[src/rtl/t05_huffman_decoder_pkg.sv]
// ---------------------------------------------------------------------------
// t05_hdec_pkg
// Shared types and helpers for the Huffman decoder slice.
//   - 9-bit node ID format: bit8=0 leaf (bits[7:0] = character),
//     bit8=1 internal node (bits[7:0] = node-table index).
//   - NODE_NULL marks an absent child / invalid root.
//   - node_t is the 18-bit node-table word {left_child, right_child}.
// ---------------------------------------------------------------------------
package t05_hdec_pkg;

    localparam logic [8:0] NODE_NULL = 9'h180;

    // State encodings kept as plain constants so older code that compares
    // against raw 3-bit values keeps working.
    localparam logic [2:0] ST_IDLE  = 3'd0;
    localparam logic [2:0] ST_WALK  = 3'd1;
    localparam logic [2:0] ST_LOAD  = 3'd2;
    localparam logic [2:0] ST_FETCH = 3'd3;
    localparam logic [2:0] ST_EMIT  = 3'd4;
    localparam logic [2:0] ST_DONE  = 3'd5;

    typedef enum logic [2:0] {
        IDLE  = ST_IDLE,
        WALK  = ST_WALK,
        LOAD  = ST_LOAD,
        FETCH = ST_FETCH,
        EMIT  = ST_EMIT,
        DONE  = ST_DONE
    } state_e;

    typedef struct packed {
        logic [8:0] left;
        logic [8:0] right;
    } node_t;

    function automatic logic is_leaf(input logic [8:0] node);
        return ~node[8];
    endfunction

endpackage

[src/rtl/t05_huffman_decoder_if.sv]
// ---------------------------------------------------------------------------
// t05_huffman_decoder_if
// Groups the three handshaked buses of the decoder:
//   bitstream in : bit_data, bit_valid, bit_ready
//   node table   : node_req, node_addr, node_ack, node_data
//   char out     : char_out, char_valid, char_ready
// master = decoder side, slave = bitstream source / arbiter / FIFO side.
// ---------------------------------------------------------------------------
interface t05_huffman_decoder_if;
    import t05_hdec_pkg::*;

    logic [7:0] bit_data;
    logic       bit_valid;
    logic       bit_ready;

    logic       node_req;
    logic [7:0] node_addr;
    logic       node_ack;
    node_t      node_data;

    logic [7:0] char_out;
    logic       char_valid;
    logic       char_ready;

    modport master (
        input  bit_data, bit_valid, node_ack, node_data, char_ready,
        output bit_ready, node_req, node_addr, char_out, char_valid
    );

    modport slave (
        output bit_data, bit_valid, node_ack, node_data, char_ready,
        input  bit_ready, node_req, node_addr, char_out, char_valid
    );

endinterface

[src/rtl/t05_huffman_decoder_bitbuf.sv]
// ---------------------------------------------------------------------------
// t05_hdec_bitbuf
// One-byte bitstream buffer: loads a byte when requested, hands out bits
// MSB first and tracks how many remain.
// Ports:
//   clk, rst    clock, async active-high reset
//   clear       drop any buffered bits (new decode starting)
//   load_en     decoder wants a byte; drives bit_ready
//   bit_data    incoming byte, bit_valid qualifies it
//   shift       consume the current bit (ignored when empty)
//   bit_ready   byte accepted this cycle when bit_valid is also high
//   load_done   byte handshake happening this cycle
//   cur_bit     bit to be consumed next (shreg[7])
//   bits_left   number of unconsumed bits, 0..8
// ---------------------------------------------------------------------------
module t05_hdec_bitbuf (
    input  logic       clk,
    input  logic       rst,
    input  logic       clear,
    input  logic       load_en,
    input  logic [7:0] bit_data,
    input  logic       bit_valid,
    input  logic       shift,
    output logic       bit_ready,
    output logic       load_done,
    output logic       cur_bit,
    output logic [3:0] bits_left
);

    logic [7:0] shreg;

    assign bit_ready = load_en;
    assign load_done = load_en & bit_valid;
    assign cur_bit   = shreg[7];

    // NOTE: state registers use non-blocking assignments so every flop
    // samples the pre-edge value of every other flop.
    always_ff @(posedge clk or posedge rst) begin
        if (rst) begin
            shreg     <= 8'h00;
            bits_left <= 4'd0;
        end else if (clear) begin
            shreg     <= 8'h00;
            bits_left <= 4'd0;
        end else if (load_done) begin
            shreg     <= bit_data;
            bits_left <= 4'd8;
        end else if (shift && (bits_left != 4'd0)) begin
            shreg     <= {shreg[6:0], 1'b0};
            bits_left <= bits_left - 4'd1;
        end
    end

endmodule

[src/rtl/t05_huffman_decoder.sv]
// ---------------------------------------------------------------------------
// t05_huffman_decoder
// Walks the stored Huffman tree one bit at a time, turning a packed
// MSB-first bitstream back into 8-bit characters.
// Ports:
//   clk, rst      clock, async active-high reset (aborts any decode)
//   start         one-cycle pulse, honoured only in IDLE/DONE
//   root_node     9-bit root node ID, latched on start
//   char_count    characters to emit, latched on start
//   bus           bitstream / node-table / char-out handshakes (master)
//   busy          high outside IDLE/DONE
//   done          high in DONE until the next start
//   err           sticky null-child / null-root flag, cleared on start
// Build option:
//   T05_HDEC_ROOT_CACHE_EN - fetch the root word once per decode and resolve
//   every root step from a local copy, saving one node read per character.
// ---------------------------------------------------------------------------
module t05_huffman_decoder
    import t05_hdec_pkg::*;
#(
    parameter int CNT_W  = 16,
    parameter int NODE_W = 9
) (
    input  logic                  clk,
    input  logic                  rst,
    input  logic                  start,
    input  logic [NODE_W-1:0]     root_node,
    input  logic [CNT_W-1:0]      char_count,
    t05_huffman_decoder_if.master bus,
    output logic                  busy,
    output logic                  done,
    output logic                  err
);

    state_e            state;
    logic [NODE_W-1:0] cur;
    logic [NODE_W-1:0] root_q;
    logic [CNT_W-1:0]  remaining;
    logic [7:0]        char_q;
    logic              err_q;

    logic              start_ok;
    logic              step;       // a child is selected this cycle
    logic              shift;
    logic              use_cache;
    logic              root_fetch;
    logic              load_done;
    logic              cur_bit;
    logic [3:0]        bits_left;
    node_t             sel_word;
    logic [NODE_W-1:0] child;

`ifdef T05_HDEC_ROOT_CACHE_EN
    node_t root_word;
    logic  root_fetch_q;            // the pending FETCH is the one-off root load

    assign root_fetch = root_fetch_q;
    assign use_cache  = (state == WALK) && (bits_left != 4'd0) &&
                        !is_leaf(cur) && (cur == root_q);
`else
    assign root_fetch = 1'b0;
    assign use_cache  = 1'b0;
`endif

    assign start_ok = start && ((state == IDLE) || (state == DONE));
    assign step     = use_cache ||
                      ((state == FETCH) && bus.node_ack && !root_fetch);
    // A leaf root still consumes one bit per character.
    assign shift    = step ||
                      ((state == WALK) && (bits_left != 4'd0) && is_leaf(cur));

    // NOTE: every combinational output gets a default before any condition,
    // otherwise a missed branch infers a latch.
    always_comb begin
        sel_word = bus.node_data;
`ifdef T05_HDEC_ROOT_CACHE_EN
        if (use_cache) sel_word = root_word;
`endif
        child = cur_bit ? sel_word.right : sel_word.left;
    end

    t05_hdec_bitbuf u_bitbuf (
        .clk       (clk),
        .rst       (rst),
        .clear     (start_ok),
        .load_en   (state == LOAD),
        .bit_data  (bus.bit_data),
        .bit_valid (bus.bit_valid),
        .shift     (shift),
        .bit_ready (bus.bit_ready),
        .load_done (load_done),
        .cur_bit   (cur_bit),
        .bits_left (bits_left)
    );

    // NOTE: all control and data registers are reset; there is no memory
    // array here, so resetting everything costs nothing and keeps restarts
    // after an abort deterministic.
    always_ff @(posedge clk or posedge rst) begin
        if (rst) begin
            state        <= IDLE;
            cur          <= '0;
            root_q       <= '0;
            remaining    <= '0;
            char_q       <= 8'h00;
            err_q        <= 1'b0;
`ifdef T05_HDEC_ROOT_CACHE_EN
            root_word    <= '0;
            root_fetch_q <= 1'b0;
`endif
        end else if (start_ok) begin
            root_q    <= root_node;
            cur       <= root_node;
            remaining <= char_count;
            err_q     <= 1'b0;
            if (char_count == '0) begin
                state <= DONE;
            end else if (root_node == NODE_NULL) begin
                err_q <= 1'b1;
                state <= DONE;
`ifdef T05_HDEC_ROOT_CACHE_EN
            end else if (!is_leaf(root_node)) begin
                root_fetch_q <= 1'b1;
                state        <= FETCH;
`endif
            end else begin
                state <= WALK;
            end
        end else if (step) begin
            if (child == NODE_NULL) begin
                err_q <= 1'b1;
                state <= DONE;
            end else if (is_leaf(child)) begin
                char_q <= child[7:0];
                state  <= EMIT;
            end else begin
                cur   <= child;
                state <= WALK;
            end
        end else begin
            case (state)
                WALK: begin
                    if (bits_left == 4'd0) begin
                        state <= LOAD;
                    end else if (is_leaf(cur)) begin
                        char_q <= cur[7:0];
                        state  <= EMIT;
                    end else begin
                        state <= FETCH;
                    end
                end
                LOAD: begin
                    if (load_done) state <= WALK;
                end
`ifdef T05_HDEC_ROOT_CACHE_EN
                FETCH: begin
                    if (bus.node_ack) begin
                        root_word    <= bus.node_data;
                        root_fetch_q <= 1'b0;
                        state        <= WALK;
                    end
                end
`endif
                EMIT: begin
                    if (bus.char_ready) begin
                        remaining <= remaining - CNT_W'(1);
                        if (remaining == CNT_W'(1)) begin
                            state <= DONE;
                        end else begin
                            cur   <= root_q;
                            state <= WALK;
                        end
                    end
                end
                default: ;
            endcase
        end
    end

    assign bus.node_req   = (state == FETCH);
    assign bus.node_addr  = (state == FETCH) ? cur[7:0] : 8'h00;
    assign bus.char_valid = (state == EMIT);
    assign bus.char_out   = (state == EMIT) ? char_q : 8'h00;
    assign busy           = (state != IDLE) && (state != DONE);
    assign done           = (state == DONE);
    assign err            = err_q;

endmodule
[src/flat_wrapper.sv]
// flat-port wrapper written by rule: the top's interface ports become plain ports
module t05_huffman_decoder_flat import t05_hdec_pkg::*;
#(
    parameter int CNT_W  = 16,
    parameter int NODE_W = 9
)
  (clk, rst, start, root_node, char_count, busy, done, err, bus_bit_data, bus_bit_valid, bus_node_ack, bus_node_data, bus_char_ready, bus_bit_ready, bus_node_req, bus_node_addr, bus_char_out, bus_char_valid);
  t05_huffman_decoder_if bus_i ();
  input  logic clk;
  input  logic rst;
  input  logic start;
  input  logic [NODE_W-1:0] root_node;
  input  logic [CNT_W-1:0] char_count;
  output logic busy;
  output logic done;
  output logic err;
  input wire logic [$bits(bus_i.bit_data)-1:0] bus_bit_data;
  input wire logic [$bits(bus_i.bit_valid)-1:0] bus_bit_valid;
  input wire logic [$bits(bus_i.node_ack)-1:0] bus_node_ack;
  input wire logic [$bits(bus_i.node_data)-1:0] bus_node_data;
  input wire logic [$bits(bus_i.char_ready)-1:0] bus_char_ready;
  output wire logic [$bits(bus_i.bit_ready)-1:0] bus_bit_ready;
  output wire logic [$bits(bus_i.node_req)-1:0] bus_node_req;
  output wire logic [$bits(bus_i.node_addr)-1:0] bus_node_addr;
  output wire logic [$bits(bus_i.char_out)-1:0] bus_char_out;
  output wire logic [$bits(bus_i.char_valid)-1:0] bus_char_valid;
  assign bus_i.bit_data = bus_bit_data;
  assign bus_i.bit_valid = bus_bit_valid;
  assign bus_i.node_ack = bus_node_ack;
  assign bus_i.node_data = bus_node_data;
  assign bus_i.char_ready = bus_char_ready;
  assign bus_bit_ready = bus_i.bit_ready;
  assign bus_node_req = bus_i.node_req;
  assign bus_node_addr = bus_i.node_addr;
  assign bus_char_out = bus_i.char_out;
  assign bus_char_valid = bus_i.char_valid;
  t05_huffman_decoder #(.CNT_W(CNT_W), .NODE_W(NODE_W)) u_core (.clk(clk), .rst(rst), .start(start), .root_node(root_node), .char_count(char_count), .bus(bus_i), .busy(busy), .done(done), .err(err));
endmodule
[config.mk]
export PLATFORM = sky130hd
export DESIGN_NAME = t05_huffman_decoder_flat
export DESIGN_NICKNAME = d
export VERILOG_FILES = /design/src/rtl/t05_huffman_decoder_pkg.sv /design/src/rtl/t05_huffman_decoder_if.sv /design/src/rtl/t05_huffman_decoder_bitbuf.sv /design/src/rtl/t05_huffman_decoder.sv /design/src/flat_wrapper.sv
export SDC_FILE = /design/constraint.sdc
export NUM_CORES = 1
export LEC_CHECK = 0
export ABC_AREA = 1
export CELL_PAD_IN_SITES_DETAIL_PLACEMENT = 0
export CELL_PAD_IN_SITES_GLOBAL_PLACEMENT = 1
export CORE_ASPECT_RATIO = 2
export CORE_UTILIZATION = 30
export CTS_BUF_LIST = sky130_fd_sc_hd__clkbuf_4 sky130_fd_sc_hd__clkbuf_8 sky130_fd_sc_hd__clkbuf_16
export DETAILED_ROUTE_END_ITERATION = 8
export PLACE_DENSITY_LB_ADDON = 0.3
export RECOVER_POWER = 50
export SYNTH_ARGS = -nofsm -noshare
export SYNTH_HDL_FRONTEND = slang
export SYNTH_SLANG_ARGS = --single-unit
[constraint.sdc]
create_clock -name clk -period 2.1 [get_ports clk]
set_input_delay 0.21 -clock clk [delete_from_list [all_inputs] [get_ports clk]]
set_output_delay 0.21 -clock clk [all_outputs]
set_load 0.005 [all_outputs]
==> results.md <==
- The flow ran to the end, and the final reports show no timing, DRC or antenna violations.
- For this block, the via count after detailed routing is 3,628.
- The TritonCTS buffer count is 9.
- The required time of the critical path is 1.89 ns.
- In the synthesized netlist the dominant register cell turns out to be sky130_fd_sc_hd__dfrtp_1.
- The number of DRC violations after detailed routing is 0.
- Excluding fillers, the count of instances in the completed layout stands at 769.
- The ratio of total power to cell area is 1340 nW/um2.
- The kind of cell with the highest combined delay on the critical path is buffers and inverters.
- The count of endpoints failing hold in the final timing report is 0.
- The aggregate routed wire length is 11,000 um.
- The share of the Yosys chip area taken by registers is 38.4%.
- The global-route layer with the greatest usage is met2.
- The largest area contributor in the synthesized netlist is sky130_fd_sc_hd__dfrtp_1.
- The number of H-tree levels is 3.
- The count of input and output buffers is 78.
- The net total in the final layout is 679.
- The number of pins exceeding their max-slew limit in the final report came to 0.
- The mapped netlist covers 3780 um2.
- The number of register bits inferred by synthesis is 58.
- After detailed routing, the average wire length per cell comes to 14.3 um.
- TritonCTS built the clock tree.
- By area the synthesized netlist is led by sky130_fd_sc_hd__dfrtp_1 38%, sky130_fd_sc_hd__nand2_1 15%, sky130_fd_sc_hd__nand3_1 7.4%, sky130_fd_sc_hd__inv_1 7.3%, sky130_fd_sc_hd__nor2_1 6.2%.
- The first global-routing pass estimated 18,000 um of wire.
- By count the netlist is led by 154 x sky130_fd_sc_hd__nand2_1, 73 x sky130_fd_sc_hd__inv_1, 62 x sky130_fd_sc_hd__nor2_1, 58 x sky130_fd_sc_hd__dfrtp_1, 56 x sky130_fd_sc_hd__nand3_1.
- Clock-pin slew was measured on the worst setup and hold paths at 0.05 ns.
- The category of the worst setup path launch point is a flip-flop.
- The height of the die is 161 um.
- For this design, the CTS-stage hold fixing added 0 buffers.
- The final critical-path required period is 2.00 ns.
- Of all flip-flops after synthesis, the portion carrying an async set or reset was 100%.
- For this run, global-route usage on met2 was measured as 35.2%.
- STA classifies the critical path endpoint as an output pin.
- The longest individual stage delay on the worst path is 0.50 ns.
- The initial antenna violation count was 0.
- The clock reaches the later pin of the worst-skew pair after 0.33 ns.
- The post-synthesis net count is 594.
- For this run, global-route usage on met3 was measured as 3.07%.
- Setup repair after global routing left no endpoint under its margin.
- The type of the tightest min-delay check is reg2reg.
- The area overhead of the layout relative to synthesis is 33.5%.
- During I/O placement, the number of pins put on the boundary was 79.
- The tree is rooted in a sky130_fd_sc_hd__clkbuf_16.
- After detailed placement, the design holds a cell count of 753.
- The distinct cell type count after synthesis is 39.
- The longest clock path from root to sink contains 2 buffers.
- The starting density of the core is 31.0%.
- The pin count of the biggest net entering global routing is 59.
- The worst ir drop on vdd is 0.000544 V.
- The largest individual stage delay along the critical path comes from the cell sky130_fd_sc_hd__clkdlybuf4s50_1.
- The congestion estimate from routability-driven global placement came to 0.851.
- The worst hold slack after final layout is 0.467 ns.
- The met1 usage in global routing is 18.2%.
- For this run, the share of the core covered by cells in the final layout is 41.4%.
- The number of buffers and inverters on the critical path is 2.
- In the routed layout, each cell is associated on average with a via count of 4.72.
- The count of mapped cells out of synthesis is 533.
- Traced cell by cell, the critical path runs through nor2_2, nand2_2, buf_6, nor2_1, clkdlybuf4s50_1.
- In this run the horizontal extent of the chip is 81.4 um.
- By startpoint and endpoint, the worst setup path is classified as reg2out.
- The number of standard-cell rows in the floorplan is 57.
- Fill cells in the final layout number 1,265.
- The share of the synthesized area in the top cell type is 38.4%.
- Setup violations remaining at the end of the flow were counted as 0.
- The first routing iteration left 199 violations.
- Global routing finished with a remaining overflow of 0.
- Across the run, the number of max-cap violations was 0.
- The signal arrival time at the worst endpoint is 1.79 ns.
- The area of the die is 13,100 um2.
- On the final layout, the worst clock skew is 0.00737 ns.
- In this run the remaining antenna-violating nets after routing total 0.
- The number of sinks on the clock net is 58.
- The via count of the first global-routing pass is 3,717.
- The top achievable clock speed is 0.501 GHz.
- The share of cells above drive strength 1 is 11.4%.
- The largest fanout on the critical path is 8.
- The HPWL after detailed placement is 8650 um.
- The Yosys step of the flow raised 0 warnings.
- The overall routing resource usage is 18.6%.
- In the finished design, the share of the clock period the worst path needs comes to 95.1%.
- The design draws 6.77 mW.
- The repair_antennas step left the layout with diodes totalling 0.
- For this design the static power due to leakage is 2.50 nW.
- The number of enable-type register cells in the synthesized netlist is 0.
- The measured slew at the worst slew-check pin is 1.38 ns.
- The worst slew slack as a fraction of its limit is 8.16%.
- The area of the core is 12,200 um2.
- The cell with the most instances after synthesis is sky130_fd_sc_hd__nand2_1.
- The first detailed-routing pass took 4 iterations.
- The final sum of negative setup slack is 0 ns.
- The mean instance size in the synthesized netlist is 7.09 um2.
## power by group
part / internal, mW / switching, mW / total (mW)
Combinational: 1.35 / 2.07 / 3.42
Sequential: 1.65 / 0.345 / 1.99
Clock: 0.861 / 0.497 / 1.36
## final timing paths
check / start / endpoint / slack (ns) / cells past startpoint
worst max-delay path: u_core.state[0] / bus_char_out[5] / 0.10 / 5
worst min-delay path: u_core.cur[7] / u_core.cur[7] / 0.47 / 2
worst max register to register: u_core.state[1] / u_core.cur[4] / 0.26 / 9
worst min register to register: u_core.cur[7] / u_core.cur[7] / 0.47 / 2
max in group asynchronous: rst / u_core.state[1] / 0.36 / 3
min in group asynchronous: rst / u_core.char_q[6] / 0.77 / 3
## per-stage QoR
step | worst slack (ns) | instance area (um2)
6_report | 0.103 | 5040
5_1_grt | 0.00138 | 5040
4_1_cts | 0.0111 | 5030
3_5_place_dp | 0.203 | 4750
3_3_place_gp | 0.231 | 4750
2_1_floorplan | 0.462 | 3780
## registers in the layout, indices dropped and copies added (netlist names)
| register | cells |
|---|---|
| u_core.remaining | 16 |
| u_core.u_bitbuf.shreg | 8 |
| u_core.u_bitbuf.bits_left | 4 |
| u_core.err | 1 |
| u_core.root_q | 9 |
| u_core.state | 3 |
| u_core.char_q | 8 |
| u_core.cur | 9 |
## per-layer routing
metal | wire, um | up-vias
met5 | 0 | -
met4 | 488 | 0
met3 | 338 | 25
met2 | 6290 | 80
met1 | 3840 | 1674
li1 | - | 1849
## worst register-to-register path, cell delays in order, from the launching register on
cell,delay [ns]
sky130_fd_sc_hd__dfrtp_2,0.46
sky130_fd_sc_hd__inv_2,0.09
sky130_fd_sc_hd__nand2_1,0.07
sky130_fd_sc_hd__o21ai_2,0.18
sky130_fd_sc_hd__nand2_4,0.18
sky130_fd_sc_hd__buf_4,0.28
sky130_fd_sc_hd__nand2_2,0.21
sky130_fd_sc_hd__nand2_4,0.12
sky130_fd_sc_hd__nand2_1,0.08
sky130_fd_sc_hd__nand2_1,0.05
## layout make-up
cell class / instances / area (um2) / share of cell area (%)
Tap cell: 147 / 184 / 3.65
Timing Repair Buffer: 90 / 897 / 17.8
Multi-Input combinational cell: 381 / 1940 / 38.4
Clock buffer: 12 / 260 / 5.16
Clock inverter: 3 / 15.0 / 0.298
Inverter: 78 / 295 / 5.85
Sequential cell: 58 / 1450 / 28.8
## what timing repair did
action / 4_1_cts / 5_1_grt
buffers inserted: 0 / 1
setup endpoints to repair: 9 / 9
gates resized for setup: 2 / 9
## cells by family (layout without fill, tap and decap cells)
family | Yosys count | in the layout | synth area share [%]
AO/OA/AOI/OAI | 67 | 67 | 11.8
XOR/XNOR | 9 | 9 | 2.09
AND/OR/NAND/NOR | 301 | 301 | 36.0
adder cells (fa/ha/maj) | 4 | 4 | 1.32
flip-flops | 58 | 58 | 38.4
buffers and inverters | 94 | 183 | 10.4
## cells in the final DEF, fill, tap and decap left out, types with 2 or more instances in the layout
cell,instances
sky130_fd_sc_hd__clkbuf_8,2
sky130_fd_sc_hd__nor2_8,2
sky130_fd_sc_hd__a21oi_1,7
sky130_fd_sc_hd__clkinv_2,3
sky130_fd_sc_hd__clkdlybuf4s50_1,71
sky130_fd_sc_hd__nand4_1,5
sky130_fd_sc_hd__inv_1,71
sky130_fd_sc_hd__nand2_4,2
sky130_fd_sc_hd__clkbuf_16,9
sky130_fd_sc_hd__o211ai_1,8
sky130_fd_sc_hd__nor2_2,4
sky130_fd_sc_hd__o21ai_1,5
sky130_fd_sc_hd__nor2_1,61
sky130_fd_sc_hd__o21bai_1,7
sky130_fd_sc_hd__nand2_2,3
sky130_fd_sc_hd__o21ai_0,21
sky130_fd_sc_hd__nor3_1,4
sky130_fd_sc_hd__nand2_1,153
sky130_fd_sc_hd__o21ai_2,9
sky130_fd_sc_hd__dfrtp_2,2
sky130_fd_sc_hd__nand3_1,56
sky130_fd_sc_hd__dlygate4sd3_1,2
sky130_fd_sc_hd__ha_1,4
sky130_fd_sc_hd__xor2_1,8
sky130_fd_sc_hd__dfrtp_1,56
sky130_fd_sc_hd__dlymetal6s2s_1,5
sky130_fd_sc_hd__buf_4,9
sky130_fd_sc_hd__a21oi_2,6
sky130_fd_sc_hd__nor2_4,4
sky130_fd_sc_hd__inv_2,5
No activity file was read; power rests on OpenSTA's default activity.
